[config.mk]
export PLATFORM = sky130hd
export DESIGN_NAME = a2d_arbiter
export DESIGN_NICKNAME = d
export VERILOG_FILES = /design/src/rtl/a2d_arb_pkg.sv /design/src/rtl/a2d_wdog.sv /design/src/rtl/a2d_arbiter.sv
export SDC_FILE = /design/constraint.sdc
export NUM_CORES = 1
export LEC_CHECK = 0
export ABC_AREA = 1
export CORE_ASPECT_RATIO = 1.5
export CORE_UTILIZATION = 28
export DETAILED_ROUTE_END_ITERATION = 6
export GPL_TIMING_DRIVEN = 1
export SYNTH_ARGS = -nofsm -noshare
export SYNTH_HDL_FRONTEND = slang
export SYNTH_SLANG_ARGS = --single-unit
[constraint.sdc]
create_clock -name clk -period 1.15 [get_ports clk]
set_input_delay 0.23 -clock clk [delete_from_list [all_inputs] [get_ports clk]]
set_output_delay 0.23 -clock clk [all_outputs]
set_load 0.01 [all_outputs]
[src/rtl/a2d_arb_pkg.sv]
// Shared types and constants for the two-port A2D arbiter.
package a2d_arb_pkg;

  localparam int RES_W = 12;
  localparam int CH_W  = 3;

  // Result reported to a requester whose conversion was abandoned by the watchdog.
  localparam logic [RES_W-1:0] TO_RES = 12'hFFF;

  typedef enum logic [1:0] {
    IDLE  = 2'd0,
    ISSUE = 2'd1,
    WAIT  = 2'd2
  } state_t;

endpackage

[src/rtl/a2d_wdog.sv]
// Watchdog for the arbiter's WAIT state: counts cycles while enabled and flags
// expiry on the TIMEOUT_CYC-th consecutive enabled cycle. Used only under A2D_ARB_TIMEOUT_EN.
module a2d_wdog #(
  parameter int TIMEOUT_CYC = 1024
) (
  input  logic clk,
  input  logic rst_n,
  input  logic clr,
  input  logic en,
  output logic expire
);

  localparam int CNT_W = (TIMEOUT_CYC > 2) ? $clog2(TIMEOUT_CYC) : 1;
  localparam logic [CNT_W-1:0] LAST = CNT_W'(TIMEOUT_CYC - 1);

  logic [CNT_W-1:0] cnt;

  // Holds at LAST once expired so a stalled consumer never sees a wrapped count.
  always_ff @(posedge clk or negedge rst_n) begin
    if (!rst_n) begin
      cnt <= '0;
    end else if (clr) begin
      cnt <= '0;
    end else if (en && !expire) begin
      cnt <= cnt + CNT_W'(1);
    end
  end

  assign expire = en && (cnt == LAST);

endmodule

[src/rtl/a2d_arbiter.sv]
// Round-robin arbiter sharing one A2D SPI interface between two requesters.
// Optional watchdog on the WAIT state is enabled with `define A2D_ARB_TIMEOUT_EN.
//
// Handshake: reqN_strt is a one-cycle request sampled with reqN_chnnl; the
// arbiter answers with a one-cycle reqN_cmplt, and reqN_res is valid from that
// cycle until the next completion. Toward the A2D, strt_cnv is a one-cycle
// start and cnv_cmplt is honoured only while waiting for that conversion.
module a2d_arbiter
  import a2d_arb_pkg::*;
#(
  parameter int TIMEOUT_CYC = 1024
) (
  input  logic             clk,
  input  logic             rst_n,
  input  logic             req0_strt,
  input  logic [CH_W-1:0]  req0_chnnl,
  output logic             req0_cmplt,
  output logic [RES_W-1:0] req0_res,
  input  logic             req1_strt,
  input  logic [CH_W-1:0]  req1_chnnl,
  output logic             req1_cmplt,
  output logic [RES_W-1:0] req1_res,
  output logic             strt_cnv,
  output logic [CH_W-1:0]  chnnl,
  input  logic             cnv_cmplt,
  input  logic [RES_W-1:0] A2D_res,
  output logic             busy,
  output logic             timeout_err,
  output state_t           state_dbg
);

  state_t           state, state_nxt;
  logic             pend0, pend1;
  logic [CH_W-1:0]  ch0, ch1;
  logic             grant, grant_nxt, last_grant;
  logic             expire, done;
  logic             clr0, clr1, acc0, acc1;
  logic [RES_W-1:0] done_res;

`ifdef A2D_ARB_TIMEOUT_EN
  a2d_wdog #(
    .TIMEOUT_CYC(TIMEOUT_CYC)
  ) u_wdog (
    .clk    (clk),
    .rst_n  (rst_n),
    .clr    (state == ISSUE),
    .en     (state == WAIT),
    .expire (expire)
  );

  // A real completion on the expiry cycle wins, so no error is flagged then.
  always_ff @(posedge clk or negedge rst_n) begin
    if (!rst_n) begin
      timeout_err <= 1'b0;
    end else begin
      timeout_err <= (state == WAIT) && expire && !cnv_cmplt;
    end
  end
`else
  assign expire      = 1'b0;
  assign timeout_err = 1'b0;
`endif

  assign done     = (state == WAIT) && (cnv_cmplt || expire);
  assign done_res = cnv_cmplt ? A2D_res : TO_RES;
  assign clr0     = done && !grant;
  assign clr1     = done && grant;

  // A request landing on its own completion edge is taken as a fresh one.
  assign acc0 = req0_strt && (!pend0 || clr0);
  assign acc1 = req1_strt && (!pend1 || clr1);

  assign strt_cnv  = (state == ISSUE);
  assign busy      = (state != IDLE) || pend0 || pend1;
  assign state_dbg = state;

  always_comb begin
    state_nxt = state;
    grant_nxt = grant;
    case (state)
      IDLE: begin
        if (pend0 || pend1) begin
          state_nxt = ISSUE;
          grant_nxt = (pend0 && pend1) ? ~last_grant : pend1;
        end
      end
      ISSUE:   state_nxt = WAIT;
      WAIT:    if (done) state_nxt = IDLE;
      default: state_nxt = IDLE;
    endcase
  end

  always_ff @(posedge clk or negedge rst_n) begin
    if (!rst_n) begin
      state      <= IDLE;
      grant      <= 1'b0;
      last_grant <= 1'b1;
      chnnl      <= '0;
    end else begin
      state <= state_nxt;
      grant <= grant_nxt;
      if (done) begin
        last_grant <= grant;
      end
      if ((state == IDLE) && (state_nxt == ISSUE)) begin
        chnnl <= grant_nxt ? ch1 : ch0;
      end else if (done) begin
        chnnl <= '0;
      end
    end
  end

  always_ff @(posedge clk or negedge rst_n) begin
    if (!rst_n) begin
      pend0 <= 1'b0;
      pend1 <= 1'b0;
      ch0   <= '0;
      ch1   <= '0;
    end else begin
      pend0 <= acc0 || (pend0 && !clr0);
      pend1 <= acc1 || (pend1 && !clr1);
      if (acc0) ch0 <= req0_chnnl;
      if (acc1) ch1 <= req1_chnnl;
    end
  end

  always_ff @(posedge clk or negedge rst_n) begin
    if (!rst_n) begin
      req0_cmplt <= 1'b0;
      req1_cmplt <= 1'b0;
      req0_res   <= '0;
      req1_res   <= '0;
    end else begin
      req0_cmplt <= clr0;
      req1_cmplt <= clr1;
      if (clr0) req0_res <= done_res;
      if (clr1) req1_res <= done_res;
    end
  end

endmodule

==> run metrics <==
antenna violations before repair=0; Starting Density=29.1%; fin nets=313; worst-skew pair later-pin latency=290 ps; Inserted Clock Buffers=5; vias post-DR=1562; clock-pin transition on the worst setup and hold timing paths=approximately 80 ps; Flop pwr share=33.8%; Gate power share=~50%; Hold WC Path Type=in -> async; fmax=~760 MHz; fin worst setup slack=-162 ps; ANT cells=0; Avg Cell Area, Syn=8.60 µm²; Worst setup EP type=primary output; failing checks=setup timing; Worst Path Required=approximately 920 ps; Final Hold Vio Count=0; HPWL after DPL=2860 µm; Slowest Stage Delay on Critical Path=440 ps; Syn. warnings=0; XOR/XNOR Fraction of Synth Area=0%; total die area=around 6300 µm²; mux cell area share after synthesis=0%; crit share post-route=114%; antenna viol nets, final=0; register area=1030 µm²; share of cells above drive strength 1=48.5%; area of the multi-input gates=between 700 and 800 µm²; routed len/inst=11.8 µm; CP most frequent cell=buf_6; global placement routability congestion=0.672; sw frac=37.2%; Syn Nets=219; die height=just under 100 µm; fillers=561; Setup CP Type=reg -> out; pin count of the biggest net entering global routing=22; Crit Path Max Fanout=4; buffer and inverter count on the worst path=3; Netlist Area Pre-Place=between 1500 and 2000 µm²; post-synthesis compound-gate area fraction=1.56%; RSZ-0062 raised after global routing=yes; Tmin final=1310 ps; grt total ovfl=0; clk_skew=roughly 8.3 ps; commonest non-fill, non-tap cell in the layout=nand2_1; num rows=34; leakage=between 1.5 and 2 nW; CP Launch Type=flop; initial drt markers=65; drt drc=0; Pwr Density=around 2600 nW/µm²; Post-Synth Simple-Gate Area=30.7%; status=finished, violations left; Final Max Slew Viols=0; CP max stage cell=dfrtp_2; cells after synthesis=between 150 and 200; Int Pwr=4.68 mW; CTS Buffer Depth=2; Via density=4.30; commonest cells after routing, fill and taps aside=nand2_1 (64), dfrtp_1 (38), nand2_2 (33); clk sinks=41; sequential share of the synthesized area=61.0%; Overall Power=7.45 mW; setup violators final=38; CTS H-tree lvls=2; Post-Synth Adder-Cell Area=0%; critical path's top delay family=flip-flops; largest family of logic cells by synthesized area=simple AND/OR/NAND/NOR gates; synth-to-layout area growth=72.4%; Max Cap Viol=0; vias in the first global route=around 1500; Yosys reg bits=between 40 and 50; die width=65.3 µm; I/O Buffers=55; number of distinct library cells after synthesis=18; worst path arrival time=roughly 1100 ps; CTS tree=yes; first-pass GRT wire length=6690 µm; Pre-antenna DRT Iters=4; final wirelength=4280 µm; post-route setup TNS=-4270 ps; Clk pwr share=16.1%; worst ir drop on vdd=0.000936 V; GR Util All Layers=14.0%; crit path cell chain=buf_4, buf_6, buf_6; Finished Cell Area=2910 µm²; Root Driver=clkbuf_8; net switching power=2.77 mW; Placed Area=around 2400 µm²; I/O Pins=57; core area=5790 µm²
-- timing repair --
action,4_1_cts,5_1_grt
endpoints found under the hold margin,12,0
gates cloned,0,2
setup buffers,11,10
resized for setup,135,80
endpoints found under the setup margin,67,66
hold buffers,1,0
pin swaps,6,26
-- sequential cells by signal (all words and copies together) (netlist names) --
register / flops
chnnl: 3
req1_res: 12
grant: 1
pend0: 1
req0_res: 12
req0_cmplt: 1
ch0: 3
last_grant: 1
ch1: 3
state_dbg: 2
req1_cmplt: 1
pend1: 1
-- metal layers --
metal,global-route usage (%),vias to the layer above,routed length [µm]
li1,-,773,-
met1,16.1,740,1640
met2,24.7,45,2400
met3,2.48,4,200
met4,5.52,0,36
met5,0,-,0
-- power by group through the flow --
stage / sequential [mW] / combinational, mW / clock (mW)
2_1_floorplan: 2.65 / 1.10 / 0
3_3_place_gp: 2.47 / 2.83 / 0
3_5_place_dp: 2.48 / 2.88 / 0
4_1_cts: 2.45 / 3.24 / 1.24
5_1_grt: 2.60 / 4.11 / 1.29
6_report: 2.51 / 3.73 / 1.20
-- Yosys cell counts --
| cell type | instances | area (µm²) |
|---|---|---|
| a21boi_0 | 1 | 7.51 |
| buf_2 | 1 | 5.00 |
| buf_4 | 2 | 15.0 |
| buf_6 | 2 | 22.5 |
| clkinv_2 | 1 | 5.00 |
| conb_1 | 1 | 3.75 |
| dfrtp_1 | 40 | 1000 |
| dfstp_2 | 1 | 26.3 |
| inv_1 | 14 | 52.6 |
| inv_2 | 3 | 11.3 |
| nand2_1 | 106 | 398 |
| nand2_2 | 2 | 12.5 |
| nand2_4 | 2 | 22.5 |
| nand3_1 | 11 | 55.1 |
| nand3_2 | 1 | 10.0 |
| nor2_1 | 5 | 18.8 |
| o21ai_0 | 2 | 10.0 |
| o21ai_2 | 1 | 8.76 |
-- logic make-up (layout without fill, tap and decap cells) --
group / after synthesis / count (layout)
AOI/OAI and AO/OA: 4 / 4
buffers and inverters: 23 / 118
DFF: 41 / 41
other: 1 / 1
and+or+nand+nor: 127 / 127
-- metrics by stage --
stage | util [%] | hold WS (ps) | worst slack [ps] | instances
final | 50.2 | 406 | -162 | 363
after detailed placement | 41.5 | 167 | -252 | 333
after global routing | 50.2 | 426 | -229 | 363
after floorplan | - | -65.6 | 4.09 | 196
after global placement | 41.5 | 156 | -239 | 333
after CTS | 47.0 | 394 | -165 | 352
-- final timing paths --
path / startpoint / to / slack, ps / depth (start not counted)
max in group asynchronous: rst_n / ch1[2] / 300 / 3
worst min-delay path: rst_n / req1_res[5] / 410 / 2
worst max register to register: state_dbg[0] / req0_res[8] / -140 / 8
worst min register to register: ch0[1] / ch0[1] / 470 / 2
worst max-delay path: state_dbg[1] / state_dbg[1] / -160 / 3
min in group clk: ch0[1] / ch0[1] / 470 / 2
-- final cells by class --
type	instances	share of cell area (%)
clock inverter	2	1.29
tap	72	3.10
inverter	18	2.93
clock buffer	6	2.84
timing repair buffer	92	27.0
multi-input combinational	132	27.4
sequential	41	35.4
Note: power is estimated with default switching activity, not from simulation.
